**config.mk**
```make
export PLATFORM = sky130hd
export DESIGN_NAME = mac_seq_ctrl_flat
export DESIGN_NICKNAME = d
export VERILOG_FILES = /design/src/rtl/mac_pkg.sv /design/src/rtl/mac_seq_ctrl_if.sv /design/src/rtl/mac_mul_stage.sv /design/src/rtl/mac_seq_ctrl.sv /design/src/flat_wrapper.sv
export SDC_FILE = /design/constraint.sdc
export NUM_CORES = 1
export LEC_CHECK = 0
export ABC_AREA = 1
export CAP_MARGIN = 10
export CORE_ASPECT_RATIO = 2
export CORE_UTILIZATION = 48
export CTS_BUF_LIST = sky130_fd_sc_hd__clkbuf_4
export DETAILED_ROUTE_END_ITERATION = 8
export GPL_TIMING_DRIVEN = 0
export PLACE_DENSITY = 0.72
export SLEW_MARGIN = 20
export SYNTH_ARGS = -nofsm -noshare
export SYNTH_HDL_FRONTEND = slang
export SYNTH_HIERARCHICAL = 1
export SYNTH_SLANG_ARGS = --single-unit
```
**constraint.sdc**
```tcl
create_clock -name clk -period 2.8 [get_ports clk]
set_input_delay 0.42 -clock clk [delete_from_list [all_inputs] [get_ports clk]]
set_output_delay 0.42 -clock clk [all_outputs]
set_load 0.01 [all_outputs]
```
**src/rtl/mac_pkg.sv**
```systemverilog
// rtl/mac_pkg.sv - shared state encoding and default widths for the MAC sequencer
package mac_pkg;

  localparam int DEF_DW   = 4;
  localparam int DEF_AW   = 3;
  localparam int DEF_ACCW = 12;

  typedef enum logic [1:0] {
    IDLE  = 2'd0,
    RUN   = 2'd1,
    DRAIN = 2'd2,
    DONE  = 2'd3
  } state_t;

endpackage

```
**src/rtl/mac_seq_ctrl_if.sv**
```systemverilog
// rtl/mac_seq_ctrl_if.sv - host, BRAM and result signals of the MAC sequencer
interface mac_seq_ctrl_if #(
  parameter int DW   = 4,
  parameter int AW   = 3,
  parameter int ACCW = 12
);

  logic            start;
  logic            abort;
  logic [AW-1:0]   base_addr;
  logic [AW:0]     len;
  logic            bram_en;
  logic [AW-1:0]   bram_addr;
  logic [DW-1:0]   dout_a;
  logic [DW-1:0]   dout_b;
  logic            busy;
  logic            res_valid;
  logic            res_ready;
  logic [ACCW-1:0] result;
  logic            ovf;

  // master is the sequencer itself; slave is the host/BRAM environment
  modport master (
    input  start, abort, base_addr, len, dout_a, dout_b, res_ready,
    output bram_en, bram_addr, busy, res_valid, result, ovf
  );

  modport slave (
    output start, abort, base_addr, len, dout_a, dout_b, res_ready,
    input  bram_en, bram_addr, busy, res_valid, result, ovf
  );

endinterface

```
**src/rtl/mac_mul_stage.sv**
```systemverilog
// rtl/mac_mul_stage.sv - registered unsigned DW x DW multiplier with valid, 1-cycle latency
module mac_mul_stage #(
  parameter int DW = 4
) (
  input  logic            clk,
  input  logic            rst_n,
  input  logic            flush,
  input  logic            vin,
  input  logic [DW-1:0]   a,
  input  logic [DW-1:0]   b,
  output logic            vout,
  output logic [2*DW-1:0] p
);

  always_ff @(posedge clk) begin
    if (!rst_n) begin
      vout <= 1'b0;
      p    <= '0;
    end else begin
      vout <= vin && !flush;
      if (vin)
        p <= (2*DW)'(a) * (2*DW)'(b);
    end
  end

endmodule

```
**src/rtl/mac_seq_ctrl.sv**
```systemverilog
// rtl/mac_seq_ctrl.sv - BRAM-fed MAC sequencer; define MAC_SAT_EN to saturate the accumulator on overflow
module mac_seq_ctrl
  import mac_pkg::*;
#(
  parameter int DW     = DEF_DW,
  parameter int AW     = DEF_AW,
  parameter int ACCW   = DEF_ACCW,
  parameter int RD_LAT = 1
) (
  input  logic           clk,
  input  logic           rst_n,
  mac_seq_ctrl_if.master bus
);

  state_t state_q, state_d;

  logic [AW-1:0]     addr_q;
  logic [AW:0]       len_q;
  logic [AW:0]       cnt_q;
  logic [RD_LAT-1:0] vpipe_q;
  logic [ACCW-1:0]   acc_q;
  logic              ovf_q;
  logic              mul_vout;
  logic [2*DW-1:0]   prod;
  logic [ACCW:0]     sum;
  logic              accept, issue, last_issue, flush;

  assign accept     = (state_q == IDLE) && bus.start;
  assign issue      = (state_q == RUN);
  assign last_issue = issue && ((cnt_q + (AW+1)'(1)) == len_q);
  assign flush      = bus.abort && (state_q != IDLE);
  assign sum        = {1'b0, acc_q} + (ACCW+1)'(prod);

  always_ff @(posedge clk) begin
    if (!rst_n)
      state_q <= IDLE;
    else
      state_q <= state_d;
  end

  always_comb begin
    state_d = state_q;
    case (state_q)
      IDLE:    if (bus.start) state_d = (bus.len == '0) ? DONE : RUN;
      RUN:     if (bus.abort) state_d = IDLE; else if (last_issue) state_d = DRAIN;
      // the product still in the multiplier is folded in on the same edge DONE is entered
      DRAIN:   if (bus.abort) state_d = IDLE; else if (vpipe_q == '0) state_d = DONE;
      DONE:    if (bus.abort || bus.res_ready) state_d = IDLE;
      default: state_d = IDLE;
    endcase
  end

  always_ff @(posedge clk) begin
    if (!rst_n) begin
      addr_q  <= '0;
      len_q   <= '0;
      cnt_q   <= '0;
      vpipe_q <= '0;
      acc_q   <= '0;
      ovf_q   <= 1'b0;
    end else begin
      vpipe_q <= flush ? '0 : ((vpipe_q << 1) | RD_LAT'(issue));
      if (accept) begin
        addr_q <= bus.base_addr;
        len_q  <= bus.len;
        cnt_q  <= '0;
        acc_q  <= '0;
        ovf_q  <= 1'b0;
      end else begin
        if (issue) begin
          addr_q <= addr_q + 1'b1;
          cnt_q  <= cnt_q + (AW+1)'(1);
        end
        if (mul_vout) begin
`ifdef MAC_SAT_EN
          // a saturated acc at all-ones carries on any nonzero add, so it stays clamped
          acc_q <= sum[ACCW] ? '1 : sum[ACCW-1:0];
`else
          acc_q <= sum[ACCW-1:0];
`endif
          ovf_q <= ovf_q | sum[ACCW];
        end
      end
    end
  end

  mac_mul_stage #(.DW(DW)) u_mul (
    .clk   (clk),
    .rst_n (rst_n),
    .flush (flush),
    .vin   (vpipe_q[RD_LAT-1]),
    .a     (bus.dout_a),
    .b     (bus.dout_b),
    .vout  (mul_vout),
    .p     (prod)
  );

  assign bus.bram_en   = issue;
  assign bus.bram_addr = addr_q;
  assign bus.busy      = (state_q != IDLE);
  assign bus.res_valid = (state_q == DONE);
  assign bus.result    = acc_q;
  assign bus.ovf       = ovf_q;

endmodule

```
**src/flat_wrapper.sv**
```systemverilog
// flat-port wrapper written by rule: the top's interface ports become plain ports
module mac_seq_ctrl_flat import mac_pkg::*;
#(
  parameter int DW     = DEF_DW,
  parameter int AW     = DEF_AW,
  parameter int ACCW   = DEF_ACCW,
  parameter int RD_LAT = 1
)
  (clk, rst_n, bus_start, bus_abort, bus_base_addr, bus_len, bus_dout_a, bus_dout_b, bus_res_ready, bus_bram_en, bus_bram_addr, bus_busy, bus_res_valid, bus_result, bus_ovf);
  mac_seq_ctrl_if #(.DW(DW), .AW(AW), .ACCW(ACCW)) bus_i ();
  input  logic clk;
  input  logic rst_n;
  input wire logic [$bits(bus_i.start)-1:0] bus_start;
  input wire logic [$bits(bus_i.abort)-1:0] bus_abort;
  input wire logic [$bits(bus_i.base_addr)-1:0] bus_base_addr;
  input wire logic [$bits(bus_i.len)-1:0] bus_len;
  input wire logic [$bits(bus_i.dout_a)-1:0] bus_dout_a;
  input wire logic [$bits(bus_i.dout_b)-1:0] bus_dout_b;
  input wire logic [$bits(bus_i.res_ready)-1:0] bus_res_ready;
  output wire logic [$bits(bus_i.bram_en)-1:0] bus_bram_en;
  output wire logic [$bits(bus_i.bram_addr)-1:0] bus_bram_addr;
  output wire logic [$bits(bus_i.busy)-1:0] bus_busy;
  output wire logic [$bits(bus_i.res_valid)-1:0] bus_res_valid;
  output wire logic [$bits(bus_i.result)-1:0] bus_result;
  output wire logic [$bits(bus_i.ovf)-1:0] bus_ovf;
  assign bus_i.start = bus_start;
  assign bus_i.abort = bus_abort;
  assign bus_i.base_addr = bus_base_addr;
  assign bus_i.len = bus_len;
  assign bus_i.dout_a = bus_dout_a;
  assign bus_i.dout_b = bus_dout_b;
  assign bus_i.res_ready = bus_res_ready;
  assign bus_bram_en = bus_i.bram_en;
  assign bus_bram_addr = bus_i.bram_addr;
  assign bus_busy = bus_i.busy;
  assign bus_res_valid = bus_i.res_valid;
  assign bus_result = bus_i.result;
  assign bus_ovf = bus_i.ovf;
  mac_seq_ctrl #(.DW(DW), .AW(AW), .ACCW(ACCW), .RD_LAT(RD_LAT)) u_core (.clk(clk), .rst_n(rst_n), .bus(bus_i));
endmodule
```
# Word level (Yosys, flattened, before mapping)
# Index checks and enable logic that the tools add are counted.
[word_totals]
wordCells = 46
input_bits = 20
regBits = 36
out_inout_bits = 19
[classes]
mul = 1
muxes = 10
eq_ne = 8
n_addsub = 3
bitwise_logic = 2
reduce_logical = 13
[ops]
columns = ["op", "n"]
rows = [
  ["$mux W2", 7],
  ["$add A12 B8 Y13", 1],
  ["$mul A4 B4 Y8", 1],
  ["$pmux W2 S4", 1],
  ["$mux W3", 2],
  ["$ne A3 B3 Y1 const B", 2],
  ["$add A4 B1 Y4 const B", 1],
  ["$eq A2 B2 Y1 const B", 2],
  ["$eq A4 B4 Y1", 1],
  ["$logic_and A1 B1 Y1", 4],
  ["$logic_not A4 Y1", 1],
  ["$reduce_and A4 Y1", 1],
  ["$reduce_bool A2 Y1", 2],
  ["$reduce_or A2 Y1", 2],
  ["$add A3 B1 Y3 const B", 1],
  ["$eq A2 B1 Y1 const B", 1],
  ["$logic_not A2 Y1", 1],
  ["$ne A2 B1 Y1 const B", 1],
  ["$ne A2 B2 Y1 const B", 1],
  ["$logic_not A1 Y1", 1],
  ["$logic_or A1 B1 Y1", 1],
  ["$not A1 Y1", 1],
  ["$or A1 B1 Y1", 1],
]

# Longest topological paths before layout
# Gate-level depths: netlist (run 1).
[logic_depth]
word_depth = 6
ltp_mapped = 13
mapped_depth_nobuf = 13

# By module
# The synthesis (run 1) kept the hierarchy.
[modules_own_cells]
columns = ["module", "seq_area_each_um2", "n_inst", "area_each_um2", "cells_each"]
rows = [
  ["mac_seq_ctrl", 540.5, 1, 1687.9, 247],
  ["mac_mul_stage", 180.2, 1, 777.0, 113],
]

# Worst setup path before layout (run 1)
# Ideal clock, no wire load.
[synth_path]
path_kind = "input to register"
start = "input bus_dout_a[0]"
end = "register u_core.u_mul.p[6]"
path_buffers = 0
path_stages = 9
t_arrival_ns = 2.389
required_ns = 2.685
setup_ns = 0.115
path_slack_ns = 0.296
cell_sequence = "nand2_1 -> fa_1 -> inv_1 -> fa_1 -> fa_1 -> nand3_1 -> a21oi_1 -> o21ai_0 -> inv_1"
[synth_via]
elab_chain_len = 1
[synth_lines]
columns = ["item", "line_no", "source"]
rows = [
  ["start, declared", "flat_wrapper.sv:17", "input wire logic [$bits(bus_i.dout_a)-1:0] bus_dout_a;"],
  ["$mul A4 B4 Y8", "mac_mul_stage.sv:22", "p <= (2*DW)'(a) * (2*DW)'(b);"],
  ["end signal, assigned", "mac_mul_stage.sv:22", ""],
  ["end, declared", "mac_mul_stage.sv:12", "output logic [2*DW-1:0] p"],
]
# Every way passes these cells.
# A chain may end at the register's enable or synchronous reset.

# Worst setup path after layout (run 1)
[layout_path]
start = "input bus_dout_a[3]"
end = "register u_core.u_mul.p[7]"
# The elaborated chain is that of the path after synthesis.

==> impl_results.md, run 1 <==
- Clock Path Buffers: 2
- Post-Syn Nets: 407
- Peak supply drop: 0.4941 mV
- Hold buffer count at cts: 0
- CTS Sinks: 36
- Antenna viol nets, final: 0
- Setup tns final: 0 ns
- Sequential Power Share: 43.0%
- Hpwl dp: 4262 um
- Startpoint Class: input port
- DR pass1 iterations: 6
- First-pass GRT wire length: 9011 um
- Number of port buffers: 38
- Tcrit/Tclk final: 88.62%
- CORE AREA: 4910 um2
- DR vias/cell: 5.138
- Pwr Density: 492.3 nW/um2
- Diodes inserted: 0
- Status: finished, final reports clean
- TritonCTS clock tree: built
- Max_slew headroom: 68.09%
- Die Height: 103.3 um
- Seq cells post-synth: 36
- Power share of the combinational group: 38.5%
- Final Net Count: 452
- Average cell area after synthesis: 6.847 um2
- Full die area: 5443 um2
- Post-route DRC: 0
- Worst-Skew Late Latency: 0.34 ns
- Top cell type's share of synthesized area: 29.24%
- Netlist cell types: 32
- Drt total wl: 5331 um
- Most frequent cells in the layout: nand2_1 (90), inv_1 (59), nor2_1 (39)
- Critical path class: in2reg
- Worst EP arrival: 2.73 ns
- Register Area: 720.7 um2
- Root Driver: clkbuf_4
- Syn. warnings: 6
- Setup repair after global routing missed its margin: no
- GRT overflow: 0
- Cells after synthesis: 360
- Avg WL per Cell: 11.51 um
- Setup Buffers After CTS: 0
- Util after Layout: 60.81%
- CTS buffer count: 5
- Clk pwr share: 18.5%
- # Max-Cap Violations: 0
- # rows: 36
- Area of the multi-input gates: 1460 um2
- Starting density of the core: 50.20%
- Clock Pin Slew Worst Setup and Hold Paths: 0.11 ns
- Worst slew pin tran: 0.4772 ns
- Ys async rst share: 0%
- Cell Area, Synth: 2465 um2
- Filler cells: 488
- GPL Wtd Cong: 0.8411
- Synth top area cells: dfxtp_1 (29%), nand2_1 (14%), ha_1 (11%)
- Total GRT Usage: 21.93%
- Worst Skew: 0.009562 ns
- Number of global-route vias before repair: 2207
- Switching power: 0.0005613 W
- Area Overhead vs Synth: 21.12%
- Switch share: 38.19%
- Area leader, netlist: dfxtp_1
- Internal power: 0.0009084 W
- Crit path time final: 2.481 ns
- Die X: 52.67 um
- Crit. End Element: register
- Final hold vios: 0
- I/O pins: 39
- Seq/Total Area, Yosys: 29.24%
- Initial antenna violation count: 0
- Leak: 1.576 nW
- Reg2Reg Setup Slack: 0.82 ns
- Max-slew violations: 0
- Post-synth EDFFs: 0
- Most common cell after layout, fill and taps aside: nand2_1
- Share of layout cells above drive strength 1: 6.650%
- Fmax: 403.0 MHz
- Synth Flop Type: dfxtp_1
- Pin count of the biggest net entering global routing: 14
- Hold Crit Class: in2reg
- H-tree Lvls: 2
- # setup viols final: 0
- Worst path required time: 3.05 ns
- Vias: 2379
- Initial DRC count: 36
- CP Max Fanout: 5
state kept, by name (all words and copies together), names as in the netlist:
name and cells:
u_core/bus.ovf 1, u_core/u_mul/p 8, u_core/vpipe_q 1, u_core/len_q 4
u_core/u_mul/vout 1, u_core/state_q 2, u_core/bus.bram_addr 3, u_core/bus.result 12
u_core/cnt_q 4
per-stage QoR:
stage                     hold slack [ns]  std cells  setup slack, ns  power (W)  instance area, um2
after floorplan                    0.4440        360           0.2960   0.001031                2465
after global placement             0.4497        455          -0.3413   0.001200                2917
after detailed placement           0.4586        455          -0.3856   0.001213                2917
after CTS                          0.4895        463        0.0001521   0.001491                2970
after global routing               0.4491        463           0.1609   0.001586                2985
final                              0.4143        463           0.3186   0.001470                2985
critical path, cell delays in order:
cell and delay, ns:
clkdlybuf4s50_1 0.53, nand2_1 0.07, inv_1 0.07, fa_1 0.41
ha_1 0.31, ha_1 0.36, nand2_1 0.08, nand2_1 0.06
nand2_1 0.08, nand3_1 0.08, nand2_1 0.06, nand3_1 0.10
nand2_1 0.07, inv_1 0.03
path summary, 6_finish.rpt:
path                        start                end  cells after the start
max                 bus_dout_a[3]  u_core/u_mul/p[7]                     14
min reg2reg        u_core/bus.ovf     u_core/bus.ovf                      2
min                 bus_dout_a[0]  u_core/u_mul/p[0]                      3
max reg2reg  u_core/bus.result[0]     u_core/bus.ovf                     10
synth_stat cells, drive strengths merged, types with 3 or more instances:
| cell | instances |
|---|---|
| nand2 | 91 |
| inv | 66 |
| nor2 | 44 |
| dfxtp | 36 |
| a21oi | 24 |
| ha | 22 |
| nand3 | 19 |
| o21ai | 18 |
| nand4 | 7 |
| fa | 5 |
| o211ai | 5 |
| a31oi | 4 |
| buf | 3 |
| nand3b | 3 |
| o21bai | 3 |
| xor2 | 3 |
power groups by stage:
stage	clock, W	sequential (W)	combinational [W]
2_1_floorplan	0	0.000637	0.000394
3_3_place_gp	0	0.000641	0.000559
3_5_place_dp	0	0.000643	0.000570
4_1_cts	0.000286	0.000631	0.000574
5_1_grt	0.000306	0.000639	0.000641
6_report	0.000272	0.000632	0.000566
routing by layer:
metal  vias to the layer above  routed length (um)  track usage, %
li1                       1238                   -               -
met1                      1088                2133           22.24
met2                        44                2945           42.06
met3                         9                 128           3.655
met4                         0                 124           8.907
met5                         -                   0               0
final cells by class:
| class | count | area share [%] |
|---|---|---|
| Timing Repair Buffer | 38 | 13.24 |
| Inverter | 66 | 8.466 |
| Clock inverter | 3 | 0.4610 |
| Tap cell | 57 | 2.389 |
| Buffer | 4 | 1.132 |
| Multi-Input combinational cell | 254 | 48.91 |
| Sequential cell | 36 | 24.14 |
| Clock buffer | 5 | 1.257 |
timing repair:
item                                    4_1_cts  5_1_grt
pin swaps                                     0        1
resized for setup                             1        6
endpoints found under the setup margin        1        4
cell families (layout without fill, tap and decap cells):
kind of cell | count (synthesis) | after routing | share of synthesized area [%]
and+or+nand+nor | 166 | 166 | 29.14
buffers and inverters | 70 | 116 | 11.62
AOI/OAI and AO/OA | 56 | 56 | 13.00
DFF | 36 | 36 | 29.24
adders and majority gates | 27 | 27 | 15.23
xor gates and xnor gates | 5 | 5 | 1.777
Note: power is estimated with default switching activity, not from simulation.
==> inputs of run 2 (changes only) <==
--- a/config.mk
+++ b/config.mk
@@ -8,6 +8,7 @@
 export ABC_AREA = 1
 export CAP_MARGIN = 10
 export CORE_ASPECT_RATIO = 2
+export CORE_MARGIN = 1
 export CORE_UTILIZATION = 48
 export CTS_BUF_LIST = sky130_fd_sc_hd__clkbuf_4
 export DETAILED_ROUTE_END_ITERATION = 8
==> results of run 2 <==
Final layout, timing and power as in run 1 (identical DEF).
